**config.mk**
```make
export PLATFORM = sky130hd
export DESIGN_NAME = pll_reset_sequencer
export DESIGN_NICKNAME = d
export VERILOG_FILES = /design/src/rtl/pll_reset_sequencer.sv
export SDC_FILE = /design/constraint.sdc
export NUM_CORES = 1
export LEC_CHECK = 0
export ABC_CLOCK_PERIOD_IN_PS = 2100
export CAP_MARGIN = 20
export CORE_AREA = 2 2 54 56
export CTS_CLUSTER_SIZE = 14
export DETAILED_ROUTE_END_ITERATION = 16
export DIE_AREA = 0 0 56 58
export GPL_TIMING_DRIVEN = 0
export PLACE_DENSITY_LB_ADDON = 0.3
export SYNTH_ARGS = -nofsm -noshare
export SYNTH_HDL_FRONTEND = slang
export SYNTH_SLANG_ARGS = --single-unit
```
**constraint.sdc**
```tcl
create_clock -name clk -period 2.1 [get_ports clk]
set_clock_uncertainty 0.1 [all_clocks]
set_input_delay 0.42 -clock clk [delete_from_list [all_inputs] [get_ports clk]]
set_output_delay 0.42 -clock clk [all_outputs]
set_load 0.005 [all_outputs]
```
**src/rtl/pll_reset_sequencer.sv**
```systemverilog
// rtl/pll_reset_sequencer.sv - PLL reset pulse, lock qualification and system reset release
// Optional feature: define PLL_RETRY_COUNT_EN for a saturating retry_count; otherwise it reads 0.
module pll_reset_sequencer #(
    parameter int RST_CYCLES    = 16,
    parameter int LOCK_TIMEOUT  = 65536,
    parameter int STABLE_CYCLES = 1024,
    parameter int CNT_W         = 17
) (
    input  logic       clk,
    input  logic       rst,
    input  logic       pll_locked,
    output logic       pll_rst,
    output logic       sys_rst,
    output logic       ready,
    output logic       lock_lost,
    output logic [7:0] retry_count
);

    localparam logic [1:0] RESET_PLL = 2'd0;
    localparam logic [1:0] WAIT_LOCK = 2'd1;
    localparam logic [1:0] STABLE    = 2'd2;
    localparam logic [1:0] RUN       = 2'd3;

    localparam logic [CNT_W-1:0] RST_LAST     = CNT_W'(RST_CYCLES - 1);
    localparam logic [CNT_W-1:0] TIMEOUT_LAST = CNT_W'(LOCK_TIMEOUT - 1);
    localparam logic [CNT_W-1:0] STABLE_LAST  = CNT_W'(STABLE_CYCLES - 1);

    logic             sync_q1;
    logic             lock_s;
    logic [1:0]       state;
    logic [1:0]       state_nxt;
    logic [CNT_W-1:0] cnt;
    logic [CNT_W-1:0] cnt_nxt;
    logic             loss_ev;

    // pll_locked comes from the PLL's own lock detector, asynchronous to clk
    always_ff @(posedge clk or posedge rst) begin
        if (rst) begin
            sync_q1 <= 1'b0;
            lock_s  <= 1'b0;
        end else begin
            sync_q1 <= pll_locked;
            lock_s  <= sync_q1;
        end
    end

    always_comb begin
        state_nxt = state;
        cnt_nxt   = cnt + CNT_W'(1);
        loss_ev   = 1'b0;
        case (state)
            RESET_PLL: begin
                if (cnt == RST_LAST) begin
                    state_nxt = WAIT_LOCK;
                    cnt_nxt   = '0;
                end
            end
            WAIT_LOCK: begin
                // lock takes priority over a timeout landing on the same cycle
                if (lock_s) begin
                    state_nxt = STABLE;
                    cnt_nxt   = '0;
                end else if (cnt == TIMEOUT_LAST) begin
                    state_nxt = RESET_PLL;
                    cnt_nxt   = '0;
                end
            end
            STABLE: begin
                if (!lock_s) begin
                    state_nxt = WAIT_LOCK;
                    cnt_nxt   = '0;
                end else if (cnt == STABLE_LAST) begin
                    state_nxt = RUN;
                    cnt_nxt   = '0;
                end
            end
            RUN: begin
                cnt_nxt = '0;
                if (!lock_s) begin
                    state_nxt = RESET_PLL;
                    loss_ev   = 1'b1;
                end
            end
            default: begin
                state_nxt = RESET_PLL;
                cnt_nxt   = '0;
            end
        endcase
    end

    // Outputs decode the next state so they move on the same edge as the FSM
    always_ff @(posedge clk or posedge rst) begin
        if (rst) begin
            state     <= RESET_PLL;
            cnt       <= '0;
            pll_rst   <= 1'b1;
            sys_rst   <= 1'b1;
            ready     <= 1'b0;
            lock_lost <= 1'b0;
        end else begin
            state     <= state_nxt;
            cnt       <= cnt_nxt;
            pll_rst   <= (state_nxt == RESET_PLL);
            sys_rst   <= (state_nxt != RUN);
            ready     <= (state_nxt == RUN);
            lock_lost <= loss_ev;
        end
    end

`ifdef PLL_RETRY_COUNT_EN
    logic retry_ev;
    assign retry_ev = (state == WAIT_LOCK) && !lock_s && (cnt == TIMEOUT_LAST);

    always_ff @(posedge clk or posedge rst) begin
        if (rst) begin
            retry_count <= 8'd0;
        end else if ((retry_ev || loss_ev) && (retry_count != 8'hFF)) begin
            retry_count <= retry_count + 8'd1;
        end
    end
`else
    assign retry_count = 8'd0;
`endif

endmodule

```
[Yosys cells after proc, flatten, opt, wreduce, memory -nomap -nowiden]
Index checks and enable logic that the tools add are counted.
Word-level totals
  register bits after elaboration: 25
  input port bits: 3
  output and inout port bits: 12
  word-level logic and storage cells: 34
Operators by class
  $add $sub $neg: 1
  equality and inequality tests: 8
  multiplexer cells: 15
  reductions and logical operators: 2
Operators by type and width (count)
  2-to-1 mux 17 bit: 5
  one-hot mux 17 bit (4 select lines): 1
  adder 17 x 1 -> 17 bit (second input constant): 1
  == test 17 x 10 -> 1 bit (second input constant): 1
  == test 17 x 16 -> 1 bit (second input constant): 1
  == test 17 x 4 -> 1 bit (second input constant): 1
  2-to-1 mux 2 bit: 6
  one-hot mux 2 bit (4 select lines): 1
  == test 2 bit (second input constant): 3
  logical NOT 2 bit: 2
  == test 2 x 1 -> 1 bit (second input constant): 1
  2-to-1 mux 1 bit: 2
  inequality test 2 bit (second input constant): 1

[Longest topological paths before layout]
Gate-level depths: netlist of run 1.
  word-level depth: 5
  depth in mapped cells: 10
  gate-level depth less buffers: 9

[Least setup slack after synthesis of run 1]
OpenSTA, ideal clock, no wires.
  path kind: reg-to-reg
  from: register cnt[0]
  to: register cnt[10]
  library setup time: 0.071 ns
  arrival time: 1.979 ns
  setup slack: -0.050 ns
  cell stages (with the launch flop): 11
  path buffers: 1
  cells stage by stage: dfrtp_1 ha_1 nand3_2 nor3_4 nand3_1 inv_1 ha_1 or4b_1 o311a_4 buf_6 nor2_1
On the way
  longest elaborated chain between the ends: 4
  elaborated cells on any way between the ends: 10
  classes of those cells: add/sub: 1; eq/ne: 3; mux: 6
Ends and longest elaborated chain
  from (decl): line 32  | logic [CNT_W-1:0] cnt;
  from (signal assigned): line 102  | cnt <= cnt_nxt;
  adder 17 x 1 -> 17 bit (tied with other cells): line 49  | cnt_nxt = cnt + CNT_W'(1);
  2-to-1 mux 17 bit (on tied branches): line 72, 63
  2-to-1 mux 17 bit (on tied branches): line 69, 60
  one-hot mux 17 bit (4 select lines) *: line 51  | case (state)
  named net cnt_nxt[10]: line 33  | logic [CNT_W-1:0] cnt_nxt;
The timed path passes the listed nets; every way through them passes the cells marked *.

[Worst setup path after layout of run 1]
  from: register cnt[12]
  to: register cnt[0]
On the way
  longest elaborated chain between the ends: 4
  elaborated cells on any way between the ends: 9
  classes of those cells: eq/ne: 3; mux: 6
Ends and longest elaborated chain (line)
  == test 17 x 10 -> 1 bit or == test 17 x 16 -> 1 bit (tied branches): 72, 63
  2-to-1 mux 17 bit (on tied branches): 72, 63
  2-to-1 mux 17 bit (on tied branches): 69, 60
  one-hot mux 17 bit (4 select lines) *: 51
  named net cnt_nxt[0]: 33
Marked as above.

==> results.cfg, run 1 <==
[yosys]
yosysUniqueCellTypes = 31
synth-seq-cells = 25
synth_xor_area_share_pct = 9.90
syn_area_per_cell_um2 = 10.4
synth_compound_area_share_pct = 4.65
synth_mux_area_share_pct = 0
synthesis.area_mm2 = 0.00124
synthAdderAreaFrac_pct = 3.03
yosysSeqAreaShare_pct = 50.7
synthSimpleGateAreaFrac_pct = 24.0
syn_inst = 119
yosys_warnings = 0
synth_top_family_by_area = simple AND/OR/NAND/NOR gates

[detailed_routing]
drtPass1Iterations = 4
viasPerCell = 4.90
vias = 891
wl_um = 2370
drcViolationCount = 0
postRouteAntennaNets = 0
routedWlPerCell_um = 13.0
drt_iter0_markers = 22

[cells_and_area]
fin_nets = 158
drive_above_1_share_pct = 39.1
area_growth_pct = 32.6
layout_commonest_cell = dfrtp_1
fillers = 229
final_cell_mix = dfrtp_1 (23), buf_4 (20), nor2_1 (9), nor2_4 (9)
multi_input_area_um2 = 667
register_area_um2 = 628
diodes = 0
final_core_util_pct = 61.7

[flow_run]
maxCapViolCount = 0

[placement]
io_buffers = 6
hpwl_um = 1360
globalplace.congestion = 0.787

[clock_tree]
cts-root-buf = clkbuf_4
htree_levels = 1
clkTransAtPathRegs_ns = 0.14
cts_buffers = 3
clkSinkCount = 25
clock_latency_ns = 0.33
max-clock-path-buffers = 2
cts_tree = yes

[critical_path]
worstPathRequired_ns = 2.27
rr_worst_depth = 9
cp.arrival_ns = 2.29
crit_path_end_kind = flip-flop
start_kind = flip-flop
crit_fanout = 5
critical_path_class = flip-flop to flip-flop

[pwr]
pwr_density_cell_mw_per_mm2 = 863
ir_drop_uv = 817
power.switching_uw = 502
p_seq_share_pct = 41.9
leakage_nw = 0.718
p_clk_share_pct = 15.8
swShare_pct = 35.4
cellInternalPower_uw = 915
total_power_mw = 1.42
combPwrFrac_pct = 42.3

[global_route]
grt_pass1_vias = 905
grt_pass1_wl_um = 4140
grt_max_degree = 26
track_usage_pct = 16.1
gr-total-overflow = 0
antenna_found_initial = 0

[timing]
fin_crit_sh_pct = 101
fin_ws_ns = -0.0193
setup_viol = 7
fmax_ghz = 0.472
worst_pin_slew_ns = 0.928
rsz0062_at_grt = yes
hold_viol_final = 0
slew_viol_final = 0
period_needed_ns = 2.12
slew_headroom_pct = 38.0

[min_path]
worstHoldPathType = flip-flop to flip-flop
min_delay_path_depth = 0

[floorplan]
start_util_pct = 46.5
dieArea_mm2 = 0.00325
coreArea_mm2 = 0.00266
die_w_um = 56
pin_count = 15
die_h_um = 58
num_rows = 19

[run_status]
violations = negative setup slack
status = complete, but fails checks
cell type report:
class,instances,area share (%)
inverters,4,0.914
flip-flops and latches,25,38.2
plain buffers,10,4.87
clock inverters,1,0.457
repair buffers,21,11.2
multi-input cells,87,40.6
well taps,31,2.36
clock buffers,3,1.37
metal layers:
layer / share of wire (%) / track usage (%) / wire, µm / vias up
li1: - / - / - / 447
met4: 1.3 / 5.44 / 31 / 0
met2: 50 / 28.6 / 1170 / 14
met5: 0 / 0 / 0 / -
met3: 3.2 / 2.46 / 75 / 5
met1: 46 / 20.4 / 1090 / 425
path summary, 6_finish.rpt:
check / startpoint / to / slack (ns)
max in group asynchronous: rst / cnt[1]$_DFF_PP0_ / 0.85
worst max register to register: cnt[12]$_DFF_PP0_ / cnt[0]$_DFF_PP0_ / -0.02
worst max-delay path: cnt[12]$_DFF_PP0_ / cnt[0]$_DFF_PP0_ / -0.02
worst min register to register: sync_q1$_DFF_PP0_ / lock_s$_DFF_PP0_ / 0.28
min in group asynchronous: rst / sync_q1$_DFF_PP0_ / 0.48
worst min-delay path: sync_q1$_DFF_PP0_ / lock_s$_DFF_PP0_ / 0.28
stage by stage:
| stage | setup slack [ns] | hold WS [ns] | instances | instance area [µm²] | setup TNS [ns] |
|---|---|---|---|---|---|
| global route | -0.0935 | 0.293 | 182 | 1640 | -1.11 |
| CTS | -0.00949 | 0.287 | 180 | 1580 | -0.0374 |
| global placement | -0.123 | 0.238 | 163 | 1380 | -1.19 |
| detailed placement | -0.164 | 0.246 | 163 | 1380 | -1.50 |
| finish | -0.0193 | 0.278 | 182 | 1640 | -0.0687 |
| floorplan | 0.00403 | 0.231 | 126 | 1280 | 0 |
critical path, stage by stage (launching register included):
cell and delay [ns]:
dfrtp_1 0.41, and3_4 0.19, and3_4 0.18, nand3_2 0.08, inv_2 0.05, ha_4 0.15, or4b_4 0.48, o311a_4 0.18
buf_6 0.16, nor2_2 0.08
Yosys cell counts:
cell type	number	share of area [%]
dfrtp_1	23	46
nor2_1	23	7.0
buf_4	8	4.8
nand3_1	8	3.2
xor2_1	8	5.7
xnor2_1	6	4.2
inv_1	4	1.2
nand2_1	4	1.2
and3_1	3	1.5
ha_1	3	3.0
nand3_2	3	2.4
dfstp_2	2	4.2
nand4_1	2	1.0
nor2b_1	2	1.0
nor3_1	2	0.81
nor4_1	2	1.0
o21ai_0	2	0.81
a21oi_1	1	0.40
and3_2	1	0.61
and3b_1	1	0.71
buf_6	1	0.91
clkbuf_2	1	0.40
conb_1	1	0.30
nor3_4	1	1.3
o21a_1	1	0.61
o21ai_1	1	0.40
o311a_4	1	1.7
o31a_1	1	0.71
or2_2	1	0.51
or4b_1	1	0.81
or4bb_1	1	0.91
power by group through the flow:
stage	Combinational [mW]	Sequential, mW	Clock, mW
final	0.599	0.595	0.224
after global routing	0.642	0.607	0.245
after CTS	0.536	0.595	0.227
after detailed placement	0.342	0.610	0
after global placement	0.336	0.607	0
after floorplan	0.247	0.604	0
flip-flops by register name, indices dropped and copies added, names as in the netlist:
| register | flops |
|---|---|
| cnt | 17 |
| sys_rst | 1 |
| pll_rst | 1 |
| ready | 1 |
| lock_lost | 1 |
| lock_s | 1 |
| sync_q1 | 1 |
| state | 2 |
cell families after synthesis:
family          after synthesis
other cells                   1
flops                        25
simple gates                 55
xor+xnor                     14
buf+inv                      14
compound gates                7
fa+ha+maj                     3
repair_timing:
item / CTS / global route
pin swaps: 16 / 2
resized for setup: 21 / 13
setup endpoints to repair: 16 / 16
endpoints found under the hold margin: 0 / 0
cloned: 1 / 0
hold buffers: 0 / 0
buffers inserted: 12 / 2
Power figures use the tool's default switching activity.
==> run 2: changes to the inputs <==
==> constraint.sdc (replaced) <==
create_clock -name clk -period 2.1 [get_ports clk]
set_clock_uncertainty 0.1 [all_clocks]
set_input_delay 0.42 -clock clk [delete_from_list [all_inputs] [get_ports clk]]
set_output_delay 0.42 -clock clk [all_outputs]
set_load 0.05 [all_outputs]
==> results.cfg, run 2 (same netlist as run 1, synthesis figures left out) <==
[timing]
fin_crit_sh_pct = 101
worst_pin_slew_ns = 0.924
fin_ws_ns = -0.0154
setup_tns_ns = -0.0503
slew_viol_final = 0
period_needed_ns = 2.12
hold_viol_final = 0
slew_headroom_pct = 38.3
setup_viol = 6
rsz0062_at_grt = yes
fmax_ghz = 0.473

[global_route]
grt_pass1_wl_um = 4080
grt_pass1_vias = 895
gr-total-overflow = 0
gr-usage-met3_pct = 2.46
grt_use_met1_pct = 20.2
gr-max-usage-layer = met2
track_usage_pct = 16.0
grt_max_degree = 26
antenna_found_initial = 0
grt.met2_usage_pct = 28.2

[critical_path]
cp.arrival_ns = 2.28
crit_fanout = 5
crit_path_end_kind = flip-flop
rr_worst_depth = 9
critical_path_class = flip-flop to flip-flop
r2r_end = cnt[0]$_DFF_PP0_
r2r_start = cnt[12]$_DFF_PP0_
ff2ff_setup_slack_ns = -0.02
start_kind = flip-flop
worstPathRequired_ns = 2.26

[cells_and_area]
diodes = 0
regMostFlops = cnt
area_growth_pct = 32.4
reg.largest.list = cnt (17), state (2)
drive_above_1_share_pct = 39.1
layout_commonest_cell = dfrtp_1
fin_nets = 158
final_core_util_pct = 61.6
final_area_mm2 = 0.00164
largest_reg_flops = 17
final_cell_mix = dfrtp_1 (23), buf_4 (20), nor2_1 (9), nor2_4 (9)

[detailed_routing]
routedWlPerCell_um = 13.0
drt_iter0_markers = 16
drtPass1Iterations = 4
vias = 887
wl_um = 2370
drcViolationCount = 0
viasPerCell = 4.87
postRouteAntennaNets = 0

[placement]
globalplace.congestion = 0.787
dpl-instance-area_mm2 = 0.00138
hpwl_um = 1360
io_buffers = 6
place_ws_ns = -0.164

[pwr]
pwr_density_cell_mw_per_mm2 = 912
p_seq_share_pct = 39.7
total_power_mw = 1.50
swShare_pct = 39.3
leakage_nw = 0.719
p_clk_share_pct = 14.9
cellInternalPower_uw = 908
power.switching_uw = 587
combPwrFrac_pct = 45.4
ir_drop_uv = 822

[min_path]
min_delay_path_depth = 0
worstHoldPathType = flip-flop to flip-flop
holdCritStartpoint = sync_q1$_DFF_PP0_
hold_end = lock_s$_DFF_PP0_

[run_status]
status = complete, but fails checks
violations = negative setup slack

[floorplan]
die_w_um = 56
die_h_um = 58
start_util_pct = 46.5
dieArea_mm2 = 0.00325
pin_count = 15
coreArea_mm2 = 0.00266
num_rows = 19

[clock_tree]
cts_tree = yes
clkSinkCount = 25
clkTransAtPathRegs_ns = 0.14
cts_buffers = 3
hold_buffers = 0
clock_latency_ns = 0.32
htree_levels = 1
cts-root-buf = clkbuf_4
max-clock-path-buffers = 2

[flow_run]
maxCapViolCount = 0
## run 2: changes by cell type in the layout (fill, tap and decap cells not counted), sizes merged
cell	previous run	this run
clkdlybuf4s50	6	4
dlygate4sd2	0	2
## run 2: through the flow
| step | hold slack (ns) | instances |
|---|---|---|
| 5_1_grt | 0.293 | 182 |
| 3_5_place_dp | 0.246 | 163 |
| 4_1_cts | 0.287 | 180 |
| 6_report | 0.278 | 182 |
| 3_3_place_gp | 0.238 | 163 |
| 2_1_floorplan | 0.231 | 126 |
## run 2: timing repair
action                     4_1_cts  5_1_grt
pin swaps                       15        3
setup endpoints to repair       18       16
resized for setup               22       14
setup buffers                   12        2
gates cloned                     1        0
## run 2: per-layer routing
layer	wire length [µm]	part of all wire (%)
met1	1090	46
met2	1160	49
met3	90	3.8
met4	29	1.2
met5	0	0
## run 2: cell type report
| class | count | area (µm²) |
|---|---|---|
| buffer | 10 | 80.1 |
| clock buffer | 3 | 22.5 |
| clock inverter | 1 | 7.51 |
| fill | 227 | 1020 |
| inverter | 4 | 15.0 |
| multi-input combinational | 87 | 667 |
| sequential | 25 | 628 |
| tap | 31 | 38.8 |
| timing repair buffer | 21 | 181 |
## run 2: worst max-delay path by stage
stage	slack (ns)	to	from
CTS	-0.009	cnt[6]$_DFF_PP0_	cnt[10]$_DFF_PP0_
detailed placement	-0.16	cnt[2]$_DFF_PP0_	cnt[0]$_DFF_PP0_
finish	-0.02	cnt[0]$_DFF_PP0_	cnt[12]$_DFF_PP0_
global placement	-0.12	cnt[10]$_DFF_PP0_	cnt[0]$_DFF_PP0_
global route	-0.09	cnt[1]$_DFF_PP0_	cnt[12]$_DFF_PP0_
floorplan	0.004	cnt[10]$_DFF_PP0_	cnt[11]$_DFF_PP0_
## run 2: power by group through the flow
stage	Sequential [mW]	Clock (mW)	Combinational (mW)
after detailed placement	0.610	0	0.430
after global routing	0.606	0.245	0.720
final	0.594	0.222	0.679
after global placement	0.607	0	0.424
after CTS	0.594	0.227	0.612
after floorplan	0.665	0	0.276
## run 2: critical path, stage by stage, from the launching register on
cell and delay [ns]:
dfrtp_1 0.41, and3_4 0.19, and3_4 0.18, nand3_2 0.08, inv_2 0.05, ha_4 0.15, or4b_4 0.48, o311a_4 0.18
buf_6 0.16, nor2_2 0.08
